--- src/rtl/disp_scanout_if.sv ---
// rtl/disp_scanout_if.sv - read-only memory port between the scanout engine and the system arbiter
//
// Signals:
//   req    : read request, held with addr until ack
//   addr   : word address
//   wr     : write strobe (always 0 from the scanout side)
//   ack    : request accepted this cycle
//   rvalid : read data valid, returned in request order
//   rdata  : read data
interface disp_scanout_if #(
    parameter int AN = 24,
    parameter int DN = 16
);
    logic          req;
    logic [AN-1:0] addr;
    logic          wr;
    logic          ack;
    logic          rvalid;
    logic [DN-1:0] rdata;

    modport master (
        output req, addr, wr,
        input  ack, rvalid, rdata
    );

    modport slave (
        input  req, addr, wr,
        output ack, rvalid, rdata
    );
endinterface

--- src/rtl/disp_scanout.sv ---
// rtl/disp_scanout.sv - framebuffer scanout: raster timing, front-buffer fetch FIFO, buffer swap
//
// Ports:
//   clkSYS    : system clock (sole clock)
//   reset     : asynchronous active-high reset
//   mem       : memory read port (master side of disp_scanout_if)
//   swap      : requested front buffer (level, sampled at the frame boundary)
//   stat      : buffer currently being displayed
//   hsync     : active-low horizontal sync
//   vsync     : active-low vertical sync
//   de        : data enable
//   rgb       : RGB565 pixel data
//   underflow : sticky FIFO underflow flag
module disp_scanout #(
    parameter int          AN     = 24,
    parameter int          DN     = 16,
    parameter int unsigned BASE   = 0,
    parameter int unsigned SWAP   = 'h80000,
    parameter int          W      = 800,
    parameter int          H      = 480,
    parameter int          HFP    = 40,
    parameter int          HS     = 48,
    parameter int          HBP    = 40,
    parameter int          VFP    = 13,
    parameter int          VS     = 3,
    parameter int          VBP    = 29,
    parameter int          CLKDIV = 4,
    parameter int          DEPTH  = 16
) (
    input  logic           clkSYS,
    input  logic           reset,
    disp_scanout_if.master mem,
    input  logic           swap,
    output logic           stat,
    output logic           hsync,
    output logic           vsync,
    output logic           de,
    output logic [DN-1:0]  rgb,
    output logic           underflow
);

    localparam int HT   = W + HFP + HS + HBP;
    localparam int VT   = H + VFP + VS + VBP;
    localparam int HW   = $clog2(HT);
    localparam int VW   = $clog2(VT);
    localparam int DIVW = $clog2(CLKDIV);
    localparam int PW   = $clog2(DEPTH);
    localparam int CW   = PW + 1;
    localparam int RW   = $clog2(W * H + 1);

    localparam logic [HW-1:0]   H_ACT  = HW'(W);
    localparam logic [HW-1:0]   H_SS   = HW'(W + HFP);
    localparam logic [HW-1:0]   H_SE   = HW'(W + HFP + HS);
    localparam logic [HW-1:0]   H_LAST = HW'(HT - 1);
    localparam logic [VW-1:0]   V_ACT  = VW'(H);
    localparam logic [VW-1:0]   V_SS   = VW'(H + VFP);
    localparam logic [VW-1:0]   V_SE   = VW'(H + VFP + VS);
    localparam logic [VW-1:0]   V_LAST = VW'(VT - 1);
    localparam logic [DIVW-1:0] D_LAST = DIVW'(CLKDIV - 1);
    localparam logic [CW-1:0]   FDEPTH = CW'(DEPTH);
    localparam logic [RW-1:0]   NPIX   = RW'(W * H);
    localparam logic [AN-1:0]   ADDR0  = AN'(BASE);
    localparam logic [AN-1:0]   ADDR1  = AN'(BASE + SWAP);

    typedef enum logic [1:0] {
        S_FLUSH,
        S_FETCH,
        S_DONE
    } state_t;

    state_t          state;
    logic [DIVW-1:0] div_q;
    logic [HW-1:0]   hcnt;
    logic [VW-1:0]   vcnt;
    logic            req_q;
    logic [AN-1:0]   addr_q;
    logic [RW-1:0]   rem;
    logic [CW-1:0]   pending;
    logic [CW-1:0]   fifo_cnt;
    logic [PW-1:0]   wr_ptr;
    logic [PW-1:0]   rd_ptr;
    logic [DN-1:0]   fifo_mem [DEPTH];

    logic          pen;
    logic          active;
    logic          frame_start;
    logic          acc;
    logic          dec;
    logic          push;
    logic          pop;
    logic          fifo_empty;
    logic          flush_exit;
    logic [CW-1:0] free;

    assign pen         = (div_q == D_LAST);
    assign active      = (hcnt < H_ACT) && (vcnt < V_ACT);
    // Start of vsync is the one frame boundary: everything restarts from Flush here.
    assign frame_start = pen && (hcnt == '0) && (vcnt == V_SS);

    assign acc        = req_q && mem.ack;
    assign dec        = mem.rvalid && (pending != '0);
    // Data still in flight when Flush began belongs to the old frame and is dropped.
    assign push       = dec && (state != S_FLUSH);
    assign fifo_empty = (fifo_cnt == '0);
    assign pop        = pen && active && !fifo_empty;
    // Outstanding reads already own a FIFO slot, so they count against free space.
    assign free       = FDEPTH - fifo_cnt - pending;
    // A held request must complete before the new frame can start fetching.
    assign flush_exit = (state == S_FLUSH) && !req_q && (pending == '0);

    assign mem.req  = req_q;
    assign mem.addr = addr_q;
    assign mem.wr   = 1'b0;

    always_ff @(posedge clkSYS or posedge reset) begin
        if (reset) begin
            div_q <= '0;
            hcnt  <= '0;
            vcnt  <= '0;
        end else begin
            div_q <= pen ? '0 : div_q + 1'b1;
            if (pen) begin
                if (hcnt == H_LAST) begin
                    hcnt <= '0;
                    vcnt <= (vcnt == V_LAST) ? '0 : vcnt + 1'b1;
                end else begin
                    hcnt <= hcnt + 1'b1;
                end
            end
        end
    end

    always_ff @(posedge clkSYS or posedge reset) begin
        if (reset) begin
            de        <= 1'b0;
            hsync     <= 1'b1;
            vsync     <= 1'b1;
            rgb       <= '0;
            underflow <= 1'b0;
        end else if (pen) begin
            de    <= active;
            hsync <= !((hcnt >= H_SS) && (hcnt < H_SE));
            vsync <= !((vcnt >= V_SS) && (vcnt < V_SE));
            if (active) begin
                // An empty FIFO still consumes the pixel slot so raster timing never slips.
                rgb <= fifo_empty ? '0 : fifo_mem[rd_ptr];
                if (fifo_empty) begin
                    underflow <= 1'b1;
                end
            end else begin
                rgb <= '0;
            end
        end
    end

    always_ff @(posedge clkSYS) begin
        if (push) begin
            fifo_mem[wr_ptr] <= mem.rdata;
        end
    end

    always_ff @(posedge clkSYS or posedge reset) begin
        if (reset) begin
            wr_ptr   <= '0;
            rd_ptr   <= '0;
            fifo_cnt <= '0;
        end else if (flush_exit) begin
            wr_ptr   <= '0;
            rd_ptr   <= '0;
            fifo_cnt <= '0;
        end else begin
            if (push) begin
                wr_ptr <= wr_ptr + 1'b1;
            end
            if (pop) begin
                rd_ptr <= rd_ptr + 1'b1;
            end
            case ({push, pop})
                2'b10:   fifo_cnt <= fifo_cnt + 1'b1;
                2'b01:   fifo_cnt <= fifo_cnt - 1'b1;
                default: fifo_cnt <= fifo_cnt;
            endcase
        end
    end

    always_ff @(posedge clkSYS or posedge reset) begin
        if (reset) begin
            state   <= S_FLUSH;
            req_q   <= 1'b0;
            addr_q  <= '0;
            rem     <= '0;
            pending <= '0;
            stat    <= 1'b0;
        end else begin
            case ({acc, dec})
                2'b10:   pending <= pending + 1'b1;
                2'b01:   pending <= pending - 1'b1;
                default: pending <= pending;
            endcase

            if (acc) begin
                addr_q <= addr_q + 1'b1;
                rem    <= rem - 1'b1;
            end

            // A raised request is never withdrawn. Otherwise keep streaming back to back
            // as long as words remain and a slot is left after the one accepted now.
            if (req_q && !mem.ack) begin
                req_q <= 1'b1;
            end else begin
                req_q <= (state == S_FETCH) && !frame_start &&
                         (rem != RW'(acc)) && (free > CW'(acc));
            end

            case (state)
                S_FLUSH: begin
                    if (flush_exit) begin
                        stat   <= swap;
                        addr_q <= swap ? ADDR1 : ADDR0;
                        rem    <= NPIX;
                        state  <= S_FETCH;
                    end
                end
                S_FETCH: begin
                    if (acc && (rem == RW'(1))) begin
                        state <= S_DONE;
                    end
                end
                default: begin
                    state <= state;
                end
            endcase

            if (frame_start) begin
                state <= S_FLUSH;
            end
        end
    end

endmodule

--- src/flat_wrapper.sv ---
// flat-port wrapper written by rule: the top's interface ports become plain ports
module disp_scanout_flat 
#(
    parameter int          AN     = 24,
    parameter int          DN     = 16,
    parameter int unsigned BASE   = 0,
    parameter int unsigned SWAP   = 'h80000,
    parameter int          W      = 800,
    parameter int          H      = 480,
    parameter int          HFP    = 40,
    parameter int          HS     = 48,
    parameter int          HBP    = 40,
    parameter int          VFP    = 13,
    parameter int          VS     = 3,
    parameter int          VBP    = 29,
    parameter int          CLKDIV = 4,
    parameter int          DEPTH  = 16
)
  (clkSYS, reset, swap, stat, hsync, vsync, de, rgb, underflow, mem_req, mem_addr, mem_wr, mem_ack, mem_rvalid, mem_rdata);
  disp_scanout_if #(.AN(AN), .DN(DN)) mem_i ();
  input  logic clkSYS;
  input  logic reset;
  input  logic swap;
  output logic stat;
  output logic hsync;
  output logic vsync;
  output logic de;
  output logic [DN-1:0] rgb;
  output logic underflow;
  output wire logic [$bits(mem_i.req)-1:0] mem_req;
  output wire logic [$bits(mem_i.addr)-1:0] mem_addr;
  output wire logic [$bits(mem_i.wr)-1:0] mem_wr;
  input wire logic [$bits(mem_i.ack)-1:0] mem_ack;
  input wire logic [$bits(mem_i.rvalid)-1:0] mem_rvalid;
  input wire logic [$bits(mem_i.rdata)-1:0] mem_rdata;
  assign mem_req = mem_i.req;
  assign mem_addr = mem_i.addr;
  assign mem_wr = mem_i.wr;
  assign mem_i.ack = mem_ack;
  assign mem_i.rvalid = mem_rvalid;
  assign mem_i.rdata = mem_rdata;
  disp_scanout #(.AN(AN), .DN(DN), .BASE(BASE), .SWAP(SWAP), .W(W), .H(H), .HFP(HFP), .HS(HS), .HBP(HBP), .VFP(VFP), .VS(VS), .VBP(VBP), .CLKDIV(CLKDIV), .DEPTH(DEPTH)) u_core (.clkSYS(clkSYS), .reset(reset), .mem(mem_i), .swap(swap), .stat(stat), .hsync(hsync), .vsync(vsync), .de(de), .rgb(rgb), .underflow(underflow));
endmodule
--- config.mk ---
export PLATFORM = sky130hd
export DESIGN_NAME = disp_scanout_flat
export DESIGN_NICKNAME = d
export VERILOG_FILES = /design/src/rtl/disp_scanout_if.sv /design/src/rtl/disp_scanout.sv /design/src/flat_wrapper.sv
export SDC_FILE = /design/constraint.sdc
export NUM_CORES = 1
export LEC_CHECK = 0
export CAP_MARGIN = 25
export CELL_PAD_IN_SITES_DETAIL_PLACEMENT = 1
export CELL_PAD_IN_SITES_GLOBAL_PLACEMENT = 1
export CORE_ASPECT_RATIO = 0.75
export CORE_MARGIN = 1
export CORE_UTILIZATION = 55
export DETAILED_ROUTE_END_ITERATION = 7
export GPL_ROUTABILITY_DRIVEN = 0
export PLACE_DENSITY_LB_ADDON = 0.1
export SYNTH_ARGS = -nofsm -noshare
export SYNTH_HDL_FRONTEND = slang
export SYNTH_SLANG_ARGS = --single-unit
--- constraint.sdc ---
create_clock -name clkSYS -period 11.3 [get_ports clkSYS]
set_input_delay 3.39 -clock clkSYS [delete_from_list [all_inputs] [get_ports clkSYS]]
set_output_delay 3.39 -clock clkSYS [all_outputs]
set_load 0.02 [all_outputs]
==> tab_implementation.tex, run 1 <==
\begin{tabular}{lr}
\hline
Metric & Value \\
\hline
\multicolumn{2}{l}{\textbf{Layout}} \\
\quad Nets & 1133 \\
\quad Area used by multi-input combinational logic & 4544 um\^{}2 \\
\quad Final core occ & 65.44\% \\
\quad Filler cells & 2413 \\
\quad Flip-flop and latch area & 10370 um\^{}2 \\
\quad Ant diodes & 0 \\
\quad Fraction of layout instances using a drive strength above 1 & 16.16\% \\
\quad Area added between synthesis and finish & 16.32\% \\
\multicolumn{2}{l}{\textbf{Synth}} \\
\quad Post-synthesis instance area & 15230 um\^{}2 \\
\quad Share of the yosys chip area belonging to registers & 68.09\% \\
\quad Flops \& latches, synth & 363 \\
\quad Async set-or-reset flop fraction in the synthesized netlist & 29.48\% \\
\quad Commonest cells post-synth & 256 x sky130\_fd\_sc\_hd\_\_edfxtp\_1, 105 x sky130\_fd\_sc\_hd\_\_dfrtp\_1, 77 x sky130\_fd\_sc\_hd\_\_nand2\_1 \\
\quad Synth top area cells & sky130\_fd\_sc\_hd\_\_edfxtp\_1 50\%, sky130\_fd\_sc\_hd\_\_dfrtp\_1 17\%, sky130\_fd\_sc\_hd\_\_mux4\_2 9.5\%, sky130\_fd\_sc\_hd\_\_ha\_1 2.5\%, sky130\_fd\_sc\_hd\_\_xor2\_1 2.0\% \\
\quad Most common cell in the netlist & sky130\_fd\_sc\_hd\_\_edfxtp\_1 \\
\quad Mux share of post-synthesis cell area & 9.672\% \\
\quad Number of library cell types mapped by synthesis & 64 \\
\quad Cell count after synthesis & 995 \\
\quad Xor and xnor fraction of the mapped netlist area & 3.681\% \\
\quad Area share of the largest cell type after synthesis & 50.49\% \\
\quad Total number of yosys warnings & 0 \\
\quad Compound-Gate Fraction of Synth Area & 4.906\% \\
\quad Area share of and/or/nand/nor cells after synthesis & 8.497\% \\
\quad Post-synth top flop & sky130\_fd\_sc\_hd\_\_edfxtp\_1 \\
\quad Largest area contributor in the netlist & sky130\_fd\_sc\_hd\_\_edfxtp\_1 \\
\quad Mean instance size in the synthesized netlist & 15.30 um\^{}2 \\
\quad Synth Net Count & 1048 \\
\quad Adder and majority gate portion of the synthesized area & 2.728\% \\
\quad Post-synth EDFFs & 256 \\
\quad Main combinational cell family by area after synthesis & multiplexers \\
\multicolumn{2}{l}{\textbf{Routing}} \\
\quad Number of vias per cell & 6.118 \\
\quad Overall routed net length & 38.02 mm \\
\quad Violation count after the first detailed-route iteration & 881 \\
\quad Routed wire length per instance & 26.06 um \\
\quad Number of nets still failing antenna checks after routing & 0 \\
\quad Drt first pass iters & 5 \\
\quad Final routed DRC violation total & 0 \\
\quad Overall via count from detail\_route & 8926 \\
\multicolumn{2}{l}{\textbf{Clock tree}} \\
\quad H-tree depth reported by CTS & 2 \\
\quad Clock slew at the register clock pins of the worst setup and hold paths & 0.06 ns \\
\quad CTS sink cnt & 363 \\
\quad Clock buffer count from CTS & 37 \\
\quad Largest buffer count on any clock path & 3 \\
\quad Gates resized, CTS repair & 0 \\
\quad Setup repair bufs after CTS & 0 \\
\quad Clock Root Buffer & sky130\_fd\_sc\_hd\_\_clkbuf\_16 \\
\quad Post-cts hold buffer count & 0 \\
\quad Clock tree from TritonCTS & yes \\
\quad Latest clock arrival within the worst-skew pair & 0.53 ns \\
\multicolumn{2}{l}{\textbf{Worst setup path}} \\
\quad CP peak stage delay & 0.49 ns \\
\quad Cells on worst reg2reg path & 14 \\
\quad Slowest stage cell, crit path & sky130\_fd\_sc\_hd\_\_clkdlybuf4s50\_1 \\
\quad Critical path arrival & 6.24 ns \\
\quad Type of origin of the critical path & input pin \\
\quad Largest fanout of any net on the critical path & 8 \\
\quad Type of the worst setup path & in -> reg \\
\quad Sort of element at the end of the critical path & flip-flop \\
\quad Worst path required time & 11.71 ns \\
\quad Critical-path cell list & clkdlybuf4s50\_1, o221a\_2, inv\_1, ha\_1, xor2\_1, ha\_1, a211o\_1, a21oi\_1, a221oi\_1, or3\_1, a21oi\_1 \\
\multicolumn{2}{l}{\textbf{Placement}} \\
\quad Half-perimeter wire length after detailed placement & 22.78 mm \\
\quad Port Buf Inserts & 66 \\
\multicolumn{2}{l}{\textbf{Global route}} \\
\quad GR Layer Usage met1 & 41.56\% \\
\quad Initial antenna violation count & 0 \\
\quad GRT Resource Usage Total & 27.28\% \\
\quad Via count of the first global-routing pass & 9514 \\
\quad Global-route met2 utilization & 41.96\% \\
\quad Overflow left after global routing & 0 \\
\quad Largest net degree at the start of global routing & 67 \\
\quad First-pass GRT wire length & 57.63 mm \\
\quad Global routing's busiest layer & met2 \\
\quad M3 GR Usage & 4.343\% \\
\multicolumn{2}{l}{\textbf{STA}} \\
\quad Final-layout setup total negative slack & 0 ns \\
\quad Upper clock frequency limit & 171.5 MHz \\
\quad Final Hold Vio Count & 0 \\
\quad Final setup violation count & 0 \\
\quad RSZ-0062 raised after global routing & no \\
\quad Number of slew-limit violations in the final report & 0 \\
\quad Relative slew margins & 31.77\% \\
\quad Max Clock Skew & 0.02561 ns \\
\quad Period utilisation layout & 51.60\% \\
\quad Slew at the pin closest to its max-slew limit & 1.023 ns \\
\quad Clock period minus final worst setup slack & 5.831 ns \\
\multicolumn{2}{l}{\textbf{Outcome}} \\
\quad Outcome & completed \\
\multicolumn{2}{l}{\textbf{Power and ir drop}} \\
\quad Lkg Pwr & 0.006366 uW \\
\quad Largest voltage drop on the vdd net & 0.1542 mV \\
\quad Power density relative to cell area & 240.8 nW/um\^{}2 \\
\multicolumn{2}{l}{\textbf{Floorplan}} \\
\quad I/O pin total & 68 \\
\quad Initial standard-cell utilization of the core & 56.25\% \\
\quad Die Wd & 194.1 um \\
\quad Standard-cell rows & 52 \\
\quad Area of the die & 28360 um\^{}2 \\
\quad Chip height & 146.1 um \\
\quad Area of the core & 27070 um\^{}2 \\
\multicolumn{2}{l}{\textbf{Job}} \\
\quad Max Cap Viol & 0 \\
\multicolumn{2}{l}{\textbf{Hold path}} \\
\quad Path class of the lowest-slack min-delay path & reg -> reg \\
\quad Cells on Worst Hold Path & 1 \\
\hline
\end{tabular}
-- where the power goes --
group	switching, uW	internal [uW]	leakage (uW)	total [uW]
sequential	175	1620	0.00363	1800
clock	512	741	0.000598	1250
combinational	676	541	0.00214	1220
total	1360	2900	0.00637	4270
-- worst max-delay path, delay by kind of cell --
kind | cells | cell delay, ns
buffers and inverters | 2 | 0.61
AOI/OAI and AO/OA | 5 | 1.12
and+or+nand+nor | 1 | 0.36
adders and majority gates | 2 | 0.56
xor gates and xnor gates | 1 | 0.19
-- registers in the layout, summed over array words and instances, names as in the netlist, 4 cells and up --
| register | flops |
|---|---|
| u_core.fifo_cnt | 5 |
| u_core.fifo_mem | 256 |
| u_core.hcnt | 10 |
| u_core.mem.addr | 24 |
| u_core.pending | 5 |
| u_core.rd_ptr | 4 |
| u_core.rem | 19 |
| u_core.rgb | 16 |
| u_core.vcnt | 10 |
| u_core.wr_ptr | 4 |
-- logic make-up after synthesis --
kind of cell | count (synthesis)
flops | 363
simple gates | 263
compound gates | 116
buf+inv | 89
mux | 67
xor+xnor | 64
fa+ha+maj | 32
other cells | 1
-- layout make-up --
class	count	area share [%]
Multi-Input combinational cell	543	25.66
Tap cell	351	2.480
Timing Repair Buffer	90	5.383
Clock inverter	19	1.314
Clock buffer	48	5.631
Inverter	45	0.9679
Sequential cell	363	58.57
-- per-layer routing --
metal	part of all wire [%]	routed length, um
met1	46	17420
met2	47	17870
met3	5.5	2090
met4	1.7	628
met5	0	0
-- path summary, 6_finish.rpt --
path | to | start | slack (ns)
worst max-delay path | u_core.fifo_cnt[4] | mem_rvalid | 5.47
worst min-delay path | u_core.div_q[0] | u_core.div_q[0] | 0.44
worst max register to register | u_core.fifo_cnt[4] | u_core.div_q[0] | 7.37
worst min register to register | u_core.div_q[0] | u_core.div_q[0] | 0.44
max in group asynchronous | u_core.rd_ptr[0] | reset | 6.58
min in group asynchronous | u_core.hcnt[1] | reset | 3.29
-- per-stage QoR --
step           instance area [um^2]  hold WS (ns)  setup WS, ns  cells  power (uW)
5_1_grt                       17710        0.4572         5.444   1459        4441
6_report                      17710        0.4370         5.469   1459        4266
4_1_cts                       17550        0.4383         5.703   1449        4254
3_3_place_gp                  16280        0.4139         5.330   1380        2924
3_5_place_dp                  16320        0.4282         5.213   1382        2987
2_1_floorplan                 15230        0.4031         5.096    995        2561
-- cells in the final DEF (no fill, tap or decap), drive strengths merged, types with 6 or more instances in the layout --
cell and n:
xor2 34, nor2b 6, a21oi 16, clkinv 9
nor2 78, edfxtp 256, or3 8, ha 30
clkbuf 48, inv 47, nand4 16, nand3 19
o21ai 36, dfrtp 105, a22oi 33, and3 12
xnor2 30, clkdlybuf4s50 66, nor3 19, buf 24
mux4 64, nand2 77, a31oi 6
(Power assumes the default switching activity.)
==> run 2: changes to the inputs <==
--- a/config.mk
+++ b/config.mk
@@ -10,7 +10,7 @@
 export CELL_PAD_IN_SITES_GLOBAL_PLACEMENT = 1
 export CORE_ASPECT_RATIO = 0.75
 export CORE_MARGIN = 1
-export CORE_UTILIZATION = 55
+export CORE_UTILIZATION = 51
 export DETAILED_ROUTE_END_ITERATION = 7
 export GPL_ROUTABILITY_DRIVEN = 0
 export PLACE_DENSITY_LB_ADDON = 0.1
==> constraint.sdc (replaced) <==
create_clock -name clkSYS -period 5.7 [get_ports clkSYS]
set_input_delay 1.71 -clock clkSYS [delete_from_list [all_inputs] [get_ports clkSYS]]
set_output_delay 1.71 -clock clkSYS [all_outputs]
set_load 0.02 [all_outputs]
==> run 2 against run 1 <==
Net effect: final cell count grew 2.7%; sequential share of layout area grew 0.087 points; non-clock buffer count shrank 2; design area shrank 0.15%; clock power grew 95%; largest cell class unchanged.
==> tab_implementation.tex, run 2 (synthesis gave the netlist of run 1 again) <==
\begin{tabular}{lr}
\hline
Metric & Value \\
\hline
\multicolumn{2}{l}{\textbf{Global route}} \\
\quad Via count of the first global-routing pass & 9240 \\
\quad First-pass GRT wire length & 54.88 mm \\
\quad Overflow left after global routing & 0 \\
\quad Initial antenna violation count & 0 \\
\quad GRT Resource Usage Total & 24.00\% \\
\quad Largest net degree at the start of global routing & 108 \\
\multicolumn{2}{l}{\textbf{Routing}} \\
\quad Final routed DRC violation total & 0 \\
\quad Overall via count from detail\_route & 8795 \\
\quad Overall routed net length & 35.37 mm \\
\quad Routed wire length per instance & 23.60 um \\
\quad Violation count after the first detailed-route iteration & 784 \\
\quad Drt first pass iters & 5 \\
\quad Number of nets still failing antenna checks after routing & 0 \\
\quad Number of vias per cell & 5.867 \\
\multicolumn{2}{l}{\textbf{Worst setup path}} \\
\quad Critical path arrival & 4.32 ns \\
\quad Type of origin of the critical path & input pin \\
\quad Type of the worst setup path & in -> reg \\
\quad Largest fanout of any net on the critical path & 8 \\
\quad Worst path required time & 6.15 ns \\
\quad Sort of element at the end of the critical path & flip-flop \\
\multicolumn{2}{l}{\textbf{Clock tree}} \\
\quad Clock tree from TritonCTS & yes \\
\quad Clock Root Buffer & sky130\_fd\_sc\_hd\_\_clkbuf\_16 \\
\quad Gates resized, CTS repair & 0 \\
\quad Clock slew at the register clock pins of the worst setup and hold paths & 0.06 ns \\
\quad Clock buffer count from CTS & 37 \\
\quad Latest clock arrival within the worst-skew pair & 0.53 ns \\
\quad H-tree depth reported by CTS & 2 \\
\quad Setup repair bufs after CTS & 0 \\
\quad Post-cts hold buffer count & 0 \\
\quad Largest buffer count on any clock path & 3 \\
\quad CTS sink cnt & 363 \\
\multicolumn{2}{l}{\textbf{Job}} \\
\quad Max Cap Viol & 0 \\
\multicolumn{2}{l}{\textbf{STA}} \\
\quad Final setup violation count & 0 \\
\quad Number of slew-limit violations in the final report & 0 \\
\quad Final-layout setup total negative slack & 0 ns \\
\quad Clock period minus final worst setup slack & 3.875 ns \\
\quad RSZ-0062 raised after global routing & no \\
\quad Period utilisation layout & 67.98\% \\
\quad Final Hold Vio Count & 0 \\
\quad Relative slew margins & 29.22\% \\
\quad Upper clock frequency limit & 258.1 MHz \\
\quad Max Clock Skew & 0.01384 ns \\
\quad Slew at the pin closest to its max-slew limit & 1.061 ns \\
\multicolumn{2}{l}{\textbf{Floorplan}} \\
\quad I/O pin total & 68 \\
\quad Initial standard-cell utilization of the core & 52.16\% \\
\quad Area of the die & 30560 um\^{}2 \\
\quad Standard-cell rows & 54 \\
\quad Area of the core & 29190 um\^{}2 \\
\quad Die Wd & 201.5 um \\
\quad Chip height & 151.6 um \\
\multicolumn{2}{l}{\textbf{Layout}} \\
\quad Filler cells & 2732 \\
\quad Register with the most flip-flops & u\_core.fifo\_mem \\
\quad Cell area after layout & 17680 um\^{}2 \\
\quad Most common cell after layout, fill and taps aside & sky130\_fd\_sc\_hd\_\_edfxtp\_1 \\
\quad Final core occ & 60.59\% \\
\quad Fraction of layout instances using a drive strength above 1 & 15.72\% \\
\quad Area used by multi-input combinational logic & 4544 um\^{}2 \\
\quad Commonest non-fill, non-tap cells in the layout & 256 x sky130\_fd\_sc\_hd\_\_edfxtp\_1, 103 x sky130\_fd\_sc\_hd\_\_dfrtp\_1, 77 x sky130\_fd\_sc\_hd\_\_nand2\_1, 66 x sky130\_fd\_sc\_hd\_\_clkdlybuf4s50\_1 \\
\quad Max reg flops & 256 \\
\quad Area added between synthesis and finish & 16.15\% \\
\quad Nets & 1131 \\
\quad Flip-flop and latch area & 10370 um\^{}2 \\
\quad Ant diodes & 0 \\
\multicolumn{2}{l}{\textbf{Power and ir drop}} \\
\quad Largest voltage drop on the vdd net & 0.2774 mV \\
\quad Power density relative to cell area & 469.6 nW/um\^{}2 \\
\quad Lkg Pwr & 0.006343 uW \\
\multicolumn{2}{l}{\textbf{Placement}} \\
\quad Half-perimeter wire length after detailed placement & 22.39 mm \\
\quad Port Buf Inserts & 66 \\
\quad Standard cell area after detailed placement & 16350 um\^{}2 \\
\multicolumn{2}{l}{\textbf{Hold path}} \\
\quad Path class of the lowest-slack min-delay path & reg -> reg \\
\multicolumn{2}{l}{\textbf{Outcome}} \\
\quad Outcome & completed \\
\hline
\end{tabular}
## run 2: cell types whose count changed in the layout (fill, tap and decap cells not counted), sizes merged
cell / delta
clkbuf: +8
clkinvlp: -3
buf: -2
bufinv: -2
clkinv: -1
inv: -1
## run 2: path summary, 6_finish.rpt
path                            startpoint            endpoint  slack [ns]  cells past startpoint
hold / removal             u_core.div_q[0]     u_core.div_q[0]        0.46                      1
setup / recovery                mem_rvalid  u_core.fifo_cnt[4]        1.83                     11
hold reg to reg            u_core.div_q[0]     u_core.div_q[0]        0.46                      1
setup reg to reg            u_core.hcnt[5]  u_core.fifo_cnt[4]        2.19                     12
min in group asynchronous            reset       u_core.rgb[7]        1.65                      3
max in group asynchronous            reset    u_core.rd_ptr[0]        3.48                      3
## run 2: worst max-delay path: stages
cell and delay (ns):
sky130_fd_sc_hd__clkdlybuf4s50_1 0.49, sky130_fd_sc_hd__o221a_2 0.33, sky130_fd_sc_hd__inv_1 0.10, sky130_fd_sc_hd__ha_1 0.31, sky130_fd_sc_hd__xor2_1 0.19, sky130_fd_sc_hd__ha_1 0.23
sky130_fd_sc_hd__a211o_1 0.28, sky130_fd_sc_hd__a21oi_1 0.16, sky130_fd_sc_hd__a221oi_1 0.07, sky130_fd_sc_hd__or3_1 0.32, sky130_fd_sc_hd__a21oi_1 0.15
## run 2: metrics by stage
stage	setup WS (ns)	instances	hold WS [ns]	total power [uW]
after CTS	1.821	1490	0.4620	8363
after global placement	1.383	1422	0.4231	5817
after floorplan	1.176	995	0.4031	5076
after detailed placement	1.288	1422	0.4490	5909
after global routing	1.668	1499	0.4598	8711
final	1.825	1499	0.4636	8304
## run 2: area by class of cell
class	count	share of cell area, %
sequential	363	58.65
tap	392	2.773
clock buffer	56	6.106
timing repair buffer	88	5.023
clock inverter	12	0.7783
multi-input combinational	543	25.70
inverter	45	0.9693
## run 2: layer usage
| layer | track usage, % | wire length [um] |
|---|---|---|
| met5 | 0 | 0 |
| met4 | 5.227 | 410 |
| met3 | 4.085 | 1776 |
| met2 | 36.84 | 16370 |
| met1 | 36.27 | 16810 |
## run 2: power by group
group	switching, uW	internal (uW)
clock	991	1450
sequential	407	3210
combinational	1200	1050
total	2600	5710
==> run 3: changes to the inputs <==
--- a/config.mk
+++ b/config.mk
@@ -10,7 +10,7 @@
 export CELL_PAD_IN_SITES_GLOBAL_PLACEMENT = 1
 export CORE_ASPECT_RATIO = 0.75
 export CORE_MARGIN = 1
-export CORE_UTILIZATION = 51
+export CORE_UTILIZATION = 46
 export DETAILED_ROUTE_END_ITERATION = 7
 export GPL_ROUTABILITY_DRIVEN = 0
 export PLACE_DENSITY_LB_ADDON = 0.1
==> constraint.sdc (replaced) <==
create_clock -name clkSYS -period 3.4 [get_ports clkSYS]
set_input_delay 1.02 -clock clkSYS [delete_from_list [all_inputs] [get_ports clkSYS]]
set_output_delay 1.02 -clock clkSYS [all_outputs]
set_load 0.02 [all_outputs]
==> run 3 against run 2 <==
Net effect: power increased by 64%; critical path depth did not move; clock power increased by 54%; largest cell class unchanged.
==> tab_implementation.tex, run 3 (synthesis gave the netlist of run 1 again) <==
\begin{tabular}{lr}
\hline
Metric & Value \\
\hline
\multicolumn{2}{l}{\textbf{Hold path}} \\
\quad Worst Min Path Start & u\_core.div\_q[0] \\
\quad Hold Path Sink & u\_core.div\_q[0] \\
\quad Cells on Worst Hold Path & 1 \\
\quad Path class of the lowest-slack min-delay path & reg -> reg \\
\multicolumn{2}{l}{\textbf{Worst setup path}} \\
\quad Cells on worst reg2reg path & 11 \\
\quad Critical-path cell list & or4\_1, nor2\_2, nor2\_2, ha\_1, xor2\_1, ha\_1, a211o\_1, a21oi\_1, a221oi\_1, or3\_1, a21oi\_1 \\
\quad Reg2reg setup slack & 0.34 ns \\
\quad Source of the worst register-to-register timing path & u\_core.fifo\_cnt[2] \\
\quad End of the worst register-to-register path & u\_core.fifo\_cnt[4] \\
\quad Type of the worst setup path & reg -> reg \\
\quad Crit. path cell count & 11 \\
\quad Sort of element at the end of the critical path & flip-flop \\
\quad Worst path required time & 3.84 ns \\
\quad CP Launch Point & u\_core.fifo\_cnt[2] \\
\quad CP peak stage delay & 0.55 ns \\
\quad Type of origin of the critical path & flip-flop \\
\quad Dominant delay contributor by cell family on the critical path & simple AND/OR/NAND/NOR gates \\
\quad Slowest stage cell, crit path & sky130\_fd\_sc\_hd\_\_or4\_1 \\
\quad Combined buffer and inverter count along the critical path & 0 \\
\quad Largest fanout of any net on the critical path & 8 \\
\quad Critical path arrival & 3.50 ns \\
\multicolumn{2}{l}{\textbf{STA}} \\
\quad Final Hold Vio Count & 0 \\
\quad Relative slew margins & 35.06\% \\
\quad Worst-case setup margin in the final layout & 0.3424 ns \\
\quad Max Clock Skew & 0.01629 ns \\
\quad Final setup violation count & 0 \\
\quad Worst hold margin & 0.4406 ns \\
\quad RSZ-0062 raised after global routing & no \\
\quad Clock period minus final worst setup slack & 3.058 ns \\
\quad Upper clock frequency limit & 327.1 MHz \\
\quad Slew at the pin closest to its max-slew limit & 0.9741 ns \\
\quad Number of slew-limit violations in the final report & 0 \\
\quad Period utilisation layout & 89.93\% \\
\multicolumn{2}{l}{\textbf{Floorplan}} \\
\quad Die Wd & 212.1 um \\
\quad Initial standard-cell utilization of the core & 46.92\% \\
\quad Area of the core & 32450 um\^{}2 \\
\quad Area of the die & 33840 um\^{}2 \\
\quad Standard-cell rows & 57 \\
\quad Chip height & 159.6 um \\
\quad I/O pin total & 68 \\
\multicolumn{2}{l}{\textbf{Layout}} \\
\quad Number of standard cells in the final layout excluding fillers & 1576 \\
\quad Most common cell after layout, fill and taps aside & sky130\_fd\_sc\_hd\_\_edfxtp\_1 \\
\quad Nets & 1160 \\
\quad Max reg flops & 256 \\
\quad Filler cells & 3110 \\
\quad Ant diodes & 0 \\
\quad Cell area after layout & 17900 um\^{}2 \\
\quad Register with the most flip-flops & u\_core.fifo\_mem \\
\quad Area added between synthesis and finish & 17.56\% \\
\quad Fraction of layout instances using a drive strength above 1 & 17.81\% \\
\quad Commonest non-fill, non-tap cells in the layout & 256 x sky130\_fd\_sc\_hd\_\_edfxtp\_1, 103 x sky130\_fd\_sc\_hd\_\_dfrtp\_1, 77 x sky130\_fd\_sc\_hd\_\_nand2\_1, 66 x sky130\_fd\_sc\_hd\_\_clkdlybuf4s50\_1 \\
\multicolumn{2}{l}{\textbf{Routing}} \\
\quad Final routed DRC violation total & 0 \\
\quad Number of vias per cell & 5.529 \\
\quad Drt first pass iters & 4 \\
\quad Overall via count from detail\_route & 8714 \\
\quad Violation count after the first detailed-route iteration & 624 \\
\quad Routed wire length per instance & 21.93 um \\
\quad Overall routed net length & 34.56 mm \\
\quad Number of nets still failing antenna checks after routing & 0 \\
\multicolumn{2}{l}{\textbf{Clock tree}} \\
\quad Post-cts hold buffer count & 0 \\
\quad Largest buffer count on any clock path & 3 \\
\quad Clock buffer count from CTS & 37 \\
\quad Clock slew at the register clock pins of the worst setup and hold paths & 0.06 ns \\
\quad H-tree depth reported by CTS & 2 \\
\quad Clock Root Buffer & sky130\_fd\_sc\_hd\_\_clkbuf\_16 \\
\quad Latest clock arrival within the worst-skew pair & 0.52 ns \\
\quad Clock tree from TritonCTS & yes \\
\quad CTS sink cnt & 363 \\
\quad Setup repair bufs after CTS & 0 \\
\quad Gates resized, CTS repair & 0 \\
\multicolumn{2}{l}{\textbf{Placement}} \\
\quad Standard cell area after detailed placement & 16800 um\^{}2 \\
\quad Port Buf Inserts & 66 \\
\quad Half-perimeter wire length after detailed placement & 22.73 mm \\
\quad Placed cell count & 1510 \\
\quad Worst setup timing slack at the placement stage & -0.09003 ns \\
\multicolumn{2}{l}{\textbf{Power and ir drop}} \\
\quad Lkg Pwr & 0.006445 uW \\
\quad Power density relative to cell area & 762.2 nW/um\^{}2 \\
\quad Largest voltage drop on the vdd net & 0.3867 mV \\
\quad Total design power & 13640 uW \\
\multicolumn{2}{l}{\textbf{Outcome}} \\
\quad Outcome & completed \\
\multicolumn{2}{l}{\textbf{Global route}} \\
\quad Initial antenna violation count & 1 \\
\quad Largest net degree at the start of global routing & 44 \\
\quad Via count of the first global-routing pass & 9203 \\
\quad GRT Resource Usage Total & 21.59\% \\
\quad Overflow left after global routing & 0 \\
\quad First-pass GRT wire length & 54.97 mm \\
\multicolumn{2}{l}{\textbf{Job}} \\
\quad Max Cap Viol & 0 \\
\hline
\end{tabular}
run 3: worst max path at each step:
stage	endpoint	slack, ns
2_1_floorplan	u_core.fifo_cnt[4]	0.26
3_3_place_gp	u_core.fifo_cnt[4]	0.03
3_5_place_dp	u_core.fifo_cnt[4]	-0.09
4_1_cts	u_core.fifo_cnt[4]	0.33
5_1_grt	u_core.fifo_cnt[4]	0.16
6_report	u_core.fifo_cnt[4]	0.34
run 3: metrics by stage:
stage | TNS (ns) | util (%)
finish | 0 | 55.16
global route | 0 | 55.16
CTS | 0 | 55.16
detailed placement | -0.09003 | 51.77
global placement | 0 | 51.77
floorplan | 0 | -
run 3: report_power, final:
part / internal [uW] / leakage (uW) / switching, uW
clock: 2080 / 0.000536 / 1660
combinational: 1850 / 0.00228 / 2170
sequential: 5380 / 0.00363 / 490
total: 9320 / 0.00645 / 4320
run 3: layer usage:
metal	global-route usage [%]	share of wire [%]	vias up
li1	-	-	3977
met1	34.08	50	4532
met2	31.46	44	161
met3	3.531	4.2	42
met4	4.710	1.3	2
met5	0	0.038	-
run 3: area by class of cell:
type                    instances  area, um^2  share of cell area [%]
clock buffers                  49        1001                   5.592
multi-input cells             543        4544                   25.39
repair buffers                117        1156                   6.459
well taps                     442       553.0                   3.090
flip-flops and latches        363       10370                   57.95
clock inverters                17       100.1                  0.5592
inverters                      45       172.7                  0.9646
